[src/rtl/store_rmw_unit_pkg.sv]
// Shared store-op encodings and FSM state encoding for the store read-modify-write path.
package store_rmw_unit_pkg;

    localparam logic [1:0] STOREOP_SB = 2'b00;
    localparam logic [1:0] STOREOP_SH = 2'b01;
    localparam logic [1:0] STOREOP_SW = 2'b10;

    typedef enum logic [2:0] {
        ST_IDLE    = 3'd0,
        ST_READ    = 3'd1,
        ST_WAIT_RD = 3'd2,
        ST_WRITE   = 3'd3,
        ST_FIN     = 3'd4,
        ST_FAULT   = 3'd5
    } state_t;

    // Op 2'b11 falls into the default arm and is checked like a word store.
    function automatic logic is_misaligned(input logic [1:0] op, input logic [1:0] addr_lo);
        logic mis;
        case (op)
            STOREOP_SB: mis = 1'b0;
            STOREOP_SH: mis = addr_lo[0];
            default:    mis = (addr_lo != 2'b00);
        endcase
        return mis;
    endfunction

endpackage

[src/rtl/store_lane_merge.sv]
// Combinational lane merge: replaces the byte/halfword lanes of the old word with the new store data.
module store_lane_merge
    import store_rmw_unit_pkg::*;
(
    input  logic [31:0] i_old_word,
    input  logic [31:0] i_new_data,
    input  logic [1:0]  i_addr_lo,
    input  logic [1:0]  i_op,
    output logic [31:0] o_merged
);

    // Select replacement lanes from op and the low address bits.
    always_comb begin
        o_merged = i_old_word;
        case (i_op)
            STOREOP_SB: begin
                case (i_addr_lo)
                    2'd0:    o_merged[7:0]   = i_new_data[7:0];
                    2'd1:    o_merged[15:8]  = i_new_data[7:0];
                    2'd2:    o_merged[23:16] = i_new_data[7:0];
                    2'd3:    o_merged[31:24] = i_new_data[7:0];
                    default: o_merged        = i_old_word;
                endcase
            end
            STOREOP_SH: begin
                if (i_addr_lo[1]) begin
                    o_merged[31:16] = i_new_data[15:0];
                end else begin
                    o_merged[15:0]  = i_new_data[15:0];
                end
            end
            default: o_merged = i_new_data;
        endcase
    end

endmodule

[src/rtl/store_rmw_unit.sv]
// Store access controller: direct word writes, read-modify-write for byte/halfword stores.
module store_rmw_unit
    import store_rmw_unit_pkg::*;
#(
    parameter int ADDR_WIDTH = 32
) (
    input  logic                  clk,
    input  logic                  rst_n,
    input  logic                  req_valid,
    output logic                  req_ready,
    input  logic [ADDR_WIDTH-1:0] req_addr,
    input  logic [31:0]           req_wdata,
    input  logic [1:0]            req_op,
    output logic [ADDR_WIDTH-1:0] mem_addr,
    output logic                  mem_rd_en,
    input  logic [31:0]           mem_rdata,
    input  logic                  mem_rd_valid,
    output logic                  mem_wr_en,
    output logic [31:0]           mem_wdata,
    input  logic                  mem_wr_ack,
    output logic                  done,
    output logic                  err
);

    state_t                r_state;
    state_t                w_next_state;
    logic [ADDR_WIDTH-1:0] r_addr;
    logic [31:0]           r_data;
    logic [1:0]            r_op;
    logic [31:0]           r_word;
    logic [31:0]           w_merged;
    logic                  w_accept;

    assign w_accept = (r_state == ST_IDLE) && req_valid;

    store_lane_merge u_merge (
        .i_old_word (mem_rdata),
        .i_new_data (r_data),
        .i_addr_lo  (r_addr[1:0]),
        .i_op       (r_op),
        .o_merged   (w_merged)
    );

    // State register.
    always_ff @(posedge clk or negedge rst_n) begin
        if (!rst_n) begin
            r_state <= ST_IDLE;
        end else begin
            r_state <= w_next_state;
        end
    end

    // Next-state decode.
    always_comb begin
        w_next_state = r_state;
        case (r_state)
            ST_IDLE: begin
                if (!req_valid) begin
                    w_next_state = ST_IDLE;
                end else if (is_misaligned(req_op, req_addr[1:0])) begin
                    w_next_state = ST_FAULT;
                end else if ((req_op == STOREOP_SB) || (req_op == STOREOP_SH)) begin
                    w_next_state = ST_READ;
                end else begin
                    w_next_state = ST_WRITE;
                end
            end
            ST_READ:    w_next_state = ST_WAIT_RD;
            ST_WAIT_RD: begin
                if (mem_rd_valid) begin
                    w_next_state = ST_WRITE;
                end else begin
                    w_next_state = ST_WAIT_RD;
                end
            end
            ST_WRITE: begin
                if (mem_wr_ack) begin
                    w_next_state = ST_FIN;
                end else begin
                    w_next_state = ST_WRITE;
                end
            end
            ST_FIN:   w_next_state = ST_IDLE;
            ST_FAULT: w_next_state = ST_IDLE;
            default:  w_next_state = ST_IDLE;
        endcase
    end

    // Request latch and write-word register; the word is overwritten by the merge for sub-word stores.
    always_ff @(posedge clk or negedge rst_n) begin
        if (!rst_n) begin
            r_addr <= '0;
            r_data <= 32'h0000_0000;
            r_op   <= 2'b00;
            r_word <= 32'h0000_0000;
        end else if (w_accept) begin
            r_addr <= req_addr;
            r_data <= req_wdata;
            r_op   <= req_op;
            r_word <= req_wdata;
        end else if ((r_state == ST_WAIT_RD) && mem_rd_valid) begin
            r_word <= w_merged;
        end
    end

    assign req_ready = (r_state == ST_IDLE);
    assign mem_rd_en = (r_state == ST_READ);
    assign mem_wr_en = (r_state == ST_WRITE);
    assign done      = (r_state == ST_FIN);
    assign err       = (r_state == ST_FAULT);
    assign mem_addr  = {r_addr[ADDR_WIDTH-1:2], 2'b00};
    assign mem_wdata = r_word;

endmodule

[config.mk]
export PLATFORM = sky130hd
export DESIGN_NAME = store_rmw_unit
export DESIGN_NICKNAME = d
export VERILOG_FILES = /design/src/rtl/store_rmw_unit_pkg.sv /design/src/rtl/store_lane_merge.sv /design/src/rtl/store_rmw_unit.sv
export SDC_FILE = /design/constraint.sdc
export NUM_CORES = 1
export LEC_CHECK = 0
export ABC_AREA = 0
export CAP_MARGIN = 20
export CORE_ASPECT_RATIO = 1.1
export CORE_MARGIN = 8
export CORE_UTILIZATION = 51
export DETAILED_ROUTE_END_ITERATION = 8
export PLACE_DENSITY_LB_ADDON = 0.1
export SETUP_SLACK_MARGIN = 0.2
export SLEW_MARGIN = 25
export SYNTH_ARGS = -nofsm -noshare
export SYNTH_HDL_FRONTEND = slang
export SYNTH_SLANG_ARGS = --single-unit
export TNS_END_PERCENT = 5
[constraint.sdc]
create_clock -name clk -period 3.6 [get_ports clk]
set_input_delay 1.08 -clock clk [delete_from_list [all_inputs] [get_ports clk]]
set_output_delay 1.08 -clock clk [all_outputs]
set_load 0.05 [all_outputs]
==> impl_metrics.json <==
{
  "status": "complete, no violations",
  "per_instance_average_area_after_synthesis_um2": 8.46,
  "grt.total_usage_pct": 23.6,
  "final_design_instance_area_without_fill_um2": 7280,
  "route.antenna.remaining_nets": 0,
  "io_pins": 172,
  "total_net_switching_power_w": 0.00359,
  "power_frac_comb_pct": 56.2,
  "place_worst_setup_slack_ns": 0.782,
  "clkPwrFrac_pct": 13.4,
  "grt_antenna_before_repair": 0,
  "global_route.overflow_total": 0,
  "synthCells": 642,
  "cts_hold_buffers": 0,
  "timing.final.setup_violations": 0,
  "tightestPinTransition_ns": 0.905,
  "worst_setup_path_start_kind": "flop",
  "die_w_um": 114,
  "setup_slack_ns": 0.457,
  "gpl.final_weighted_congestion": 0.828,
  "post_layout_nonfiller_instances": 900,
  "htree_num_levels": 3,
  "die_h_um": 124,
  "ys_seq_area_share_pct": 46.5,
  "rsz_0062_raised_after_global_routing": "no",
  "maxCapViolCount": 0,
  "grt_first_pass_wirelength_um": 26800,
  "total_leakage_power_nw": 3.49,
  "fin_setup_tns_ns": 0,
  "hold_class": "reg2reg",
  "drt_pre_antenna_iters": 7,
  "dominantRegCellSynth": "dfrtp_1",
  "drive_above_1_share_pct": 4.62,
  "cp-end-kind": "output port",
  "dpl-instance-area_um2": 6970,
  "dieArea_um2": 14200,
  "worstSkewPairLatency_ns": 0.35,
  "final_nets": 855,
  "drcViolationCount": 0,
  "drt-total-wl_um": 16800,
  "finalCriticalPeriod_ns": 3.14,
  "hold_violations": 0,
  "skew_ns": 0.00600,
  "fin_crit_sh_pct": 87.3,
  "timing.critical_path.arrival_ns": 2.06,
  "layout_commonest_cell": "nand2_1",
  "n_antenna_cell": 0,
  "ys_async_sr_fraction_pct": 100,
  "placement.io_buffers": 169,
  "reg2reg_slack_ns": 1.26,
  "route.vias.total": 5053,
  "slew-limit-headroom_pct": 39.7,
  "cts_setup_buffers": 0,
  "numClockSinks": 101,
  "required_time_worst_endpoint_ns": 2.52,
  "part_of_the_power_in_registers_pct": 30.5,
  "tritoncts_clock_tree": "yes",
  "ys.warnings.count": 0,
  "crit_fanout": 10,
  "power_density_nw_per_um2": 1010,
  "clk_path_buf_depth": 2,
  "floorplan.initialDensity_pct": 52.3,
  "first_global_vias": 5198,
  "power_switching_share_pct": 48.9,
  "floorplan.core_area_um2": 10400,
  "irDropWorstVdd_mv": 0.519,
  "max_freq_ghz": 0.318,
  "final_cell_mix": "265 x nand2_1, 168 x clkdlybuf4s50_1, 100 x dfrtp_1",
  "std_cell_rows": 39,
  "number_of_enable_type_register_cells_in_the_synthesized_netlist": 0,
  "intPower_w": 0.00375,
  "flow.area_growth_from_synthesis_pct": 33.9,
  "clock_input_transition_at_the_sequential_cells_of_the_worst_setup_and_hold_paths_ns": 0.07,
  "root_buffer": "clkbuf_16",
  "design_power_total_w": 0.00734,
  "drt-initial-drc-count": 346,
  "cts_buf_count": 9,
  "synth_seq_cells": 101,
  "post_synth_num_cell_types": 28,
  "via_per_inst": 5.61,
  "dp_cells": 884,
  "grt_max_degree": 82,
  "hpwlAfterDp_um": 11400,
  "timing.hold.worst_path_depth": 2,
  "syn-cell-area_um2": 5430,
  "cts_resized": 0,
  "wl_per_cell_um": 18.7,
  "crit_path_category": "reg2out",
  "timing.reg2reg.worst_path_depth": 4,
  "fin_max_slew_vios": 0
}
-- state kept, by name (all words and copies together) (netlist names) --
register and cells:
r_state 3, mem_wdata 32, r_addr 32, r_data 32
r_op 2
-- kinds of logic after synthesis --
kind of cell | after synthesis | synth area share [%]
muxes | 41 | 7.55
AOI/OAI and AO/OA | 95 | 13.9
buffers and inverters | 91 | 8.98
and+or+nand+nor | 313 | 23.0
DFF | 101 | 46.5
other | 1 | 0.0690
-- cell type report --
type	instances	area, µm²
clock buffers	10	239
clock inverters	6	62.6
fillers	836	3120
inverters	10	37.5
multi-input cells	451	2440
flip-flops and latches	101	2530
well taps	143	179
repair buffers	179	1790
-- per-layer routing --
metal | routed length (µm) | GRT usage, %
met1 | 6800 | 29.0
met2 | 8390 | 39.6
met3 | 1370 | 4.66
met4 | 265 | 8.78
met5 | 0 | 0
-- through the flow --
stage,utilization [%],hold WS (ns)
floorplan,-,0.446
global placement,67.0,0.457
detailed placement,67.0,0.461
CTS,69.9,0.477
global route,70.0,0.502
finish,70.0,0.471
-- worst paths after layout --
path	from	endpoint
worst max-delay path	r_state[1]	req_ready
worst min-delay path	r_addr[26]	r_addr[26]
worst max register to register	r_addr[1]	mem_wdata[18]
worst min register to register	r_addr[26]	r_addr[26]
max in group asynchronous	rst_n	r_data[27]
min in group asynchronous	rst_n	r_addr[8]
-- worst max-delay path, cell delays in order (launching register included) --
cell and delay (ns):
dfrtp_1 0.50, nor3_1 0.33, clkdlybuf4s50_1 0.88
-- synthesized netlist by cell type, types with 2 or more instances --
library cell,n,area share [%]
nand2_1,266,18
a32o_1,33,6.1
nor2_1,25,1.7
buf_1,3,0.21
o21bai_1,2,0.28
nand2b_1,3,0.35
nor2b_1,12,1.4
dfrtp_1,101,47
mux2i_1,41,7.6
inv_1,10,0.69
buf_4,33,4.6
buf_2,18,1.7
a22oi_1,8,1.1
a21oi_1,25,2.3
o221ai_1,23,3.7
clkbuf_1,27,1.9
-- power by group through the flow --
stage	clock network [W]	registers, W	logic, W
finish	0.000983	0.00224	0.00412
global route	0.00104	0.00230	0.00440
CTS	0.000996	0.00222	0.00414
detailed placement	0	0.00223	0.00413
global placement	0	0.00221	0.00403
floorplan	0	0.00248	0.00272
Note: power is estimated with default switching activity, not from simulation.
==> edit (same settings) <==
Make the reset (`rst_n`) synchronous in 2 clocked blocks.
--- a/src/rtl/store_rmw_unit.sv
+++ b/src/rtl/store_rmw_unit.sv
@@ -42,7 +42,7 @@
     );
 
     // State register.
-    always_ff @(posedge clk or negedge rst_n) begin
+    always_ff @(posedge clk) begin
         if (!rst_n) begin
             r_state <= ST_IDLE;
         end else begin
@@ -87,7 +87,7 @@
     end
 
     // Request latch and write-word register; the word is overwritten by the merge for sub-word stores.
-    always_ff @(posedge clk or negedge rst_n) begin
+    always_ff @(posedge clk) begin
         if (!rst_n) begin
             r_addr <= '0;
             r_data <= 32'h0000_0000;
Behaviour: differs if rst_n is asserted again (counterexample within 4 cycles, from zero or initial values and one cycle with rst_n low); with rst_n held inactive, the same outputs for 10 cycles.
==> edit against the original RTL <==
  * Critical endpoint is now mem_wr_en
  * Synthesized area is 11% lower
  * Die area is 9.6% lower
  * Worst setup slack worse by 0.043 ns
  * Final area is 11% lower
  * Sequential share of layout area is 3.6 points lower
  * Count of clock-buffer cells in the layout is 1 higher
  * Wire length is 13% lower
  * Largest cell class is now multi-input combinational cells
  * Sequential cell count stayed put
Power is not compared: it rests on default switching activity, and its combinational part moved more than twofold at a synthesized area within 25%.
==> edit: results (changes against the original RTL) <==
- Tightest Pin Transition: 0.852 ns (-0.0528 ns)
- Worst setup endpoint: mem_wr_en
- Commonest cells in the synthesized netlist: nand2_1, dfxtp_1, a21oi_1
- Clock Pin Slew Worst Setup and Hold Paths: 0.09 ns (+0.02 ns)
- Synth area leaders: dfxtp_1, nand2_1, a21oi_1
- Fillers: 758 (-9.3%)
- Share of layout cells above drive strength 1: 6.23% (+1.6 points)
- Largest net degree at the start of global routing: 83 (+1.2%)
- Post-synthesis mux area share: 3.31% (-4.2 points)
- Synth async-reset ratio: 0% (-100 points)
- Count of cell types in the netlist: 42 (+50%)
- Outcome: finished clean
- FF-to-FF Start: r_state[1]
- Root Buffer: clkbuf_8
- Clk_skew: 0.0114 ns (+0.00535 ns)
- Router iterations before antenna repair: 5 (-2)
- Total Wirelength: 14.6 mm (-13%)
- Synth Area in XOR/XNOR: 0% (unchanged)
- Drt first-iter violations: 342 (-1.2%)
- Routability cong.: 0.882 (+6.6%)
- Crit path DAT: 2.11 ns (+0.05 ns)
- Seq/Total Area, Yosys: 41.8% (-4.7 points)
- Vias in the first global route: 4687 (-9.8%)
- Worst r2r path cells: 5 (+1)
- Wire length of the first global-routing pass: 23.1 mm (-14%)
- Crit. Startpoint: r_state[0]
- Dpl hpwl: 10.8 mm (-5.9%)
==> edit: cell count changes after synthesis, sizes merged, moves of 33 or more <==
cell / change
dfrtp: -101
dfxtp: +101
nand2: -97
a21oi: +62
mux2i: -34
a32o: -33
==> edit: layer usage <==
metal	GRT usage, %	vias to the layer above	wire length (um)	share of wire (%)
met2	35.6	192	6910	47
li1	-	2317	-	-
met4	10.2	0	445	3.0
met5	0	-	0	0
met3	5.42	34	1090	7.5
met1	26.9	2230	6200	42
==> edit: worst min path at each step <==
| stage | from | to | slack (ns) | cells after the start |
|---|---|---|---|---|
| after floorplan | r_data[16] | r_data[16] | 0.43 | 2 |
| after global placement | r_data[17] | r_data[17] | 0.44 | 2 |
| after detailed placement | r_data[18] | r_data[18] | 0.44 | 2 |
| after CTS | r_data[18] | r_data[18] | 0.46 | 2 |
| after global routing | r_addr[9] | r_addr[9] | 0.47 | 2 |
| final | r_data[20] | r_data[20] | 0.45 | 2 |
==> edit: metrics by stage <==
stage | hold slack [ns] | worst slack (ns) | instances | cell area, um2 | power (mW)
3_5_place_dp | 0.442 | 0.477 | 839 | 6280 | 2.45
2_1_floorplan | 0.431 | 0.854 | 619 | 4840 | 2.10
3_3_place_gp | 0.438 | 0.535 | 839 | 6280 | 2.43
6_report | 0.455 | 0.414 | 855 | 6480 | 3.13
5_1_grt | 0.468 | 0.286 | 855 | 6480 | 3.28
4_1_cts | 0.455 | 0.391 | 855 | 6480 | 3.15
==> edit: area by class of cell <==
class	instances	share of cell area (%)
clock buffers	11	2.34
clock inverters	5	0.676
inverters	11	0.637
multi-input cells	431	35.2
flip-flops and latches	101	31.2
well taps	117	2.26
repair buffers	179	27.7
==> edit: worst max-delay path: stages (launching register included) <==
cell and delay (ns):
dfxtp_1 0.58, nand2_1 0.11, nor2_1 0.20, clkdlybuf4s50_1 0.85
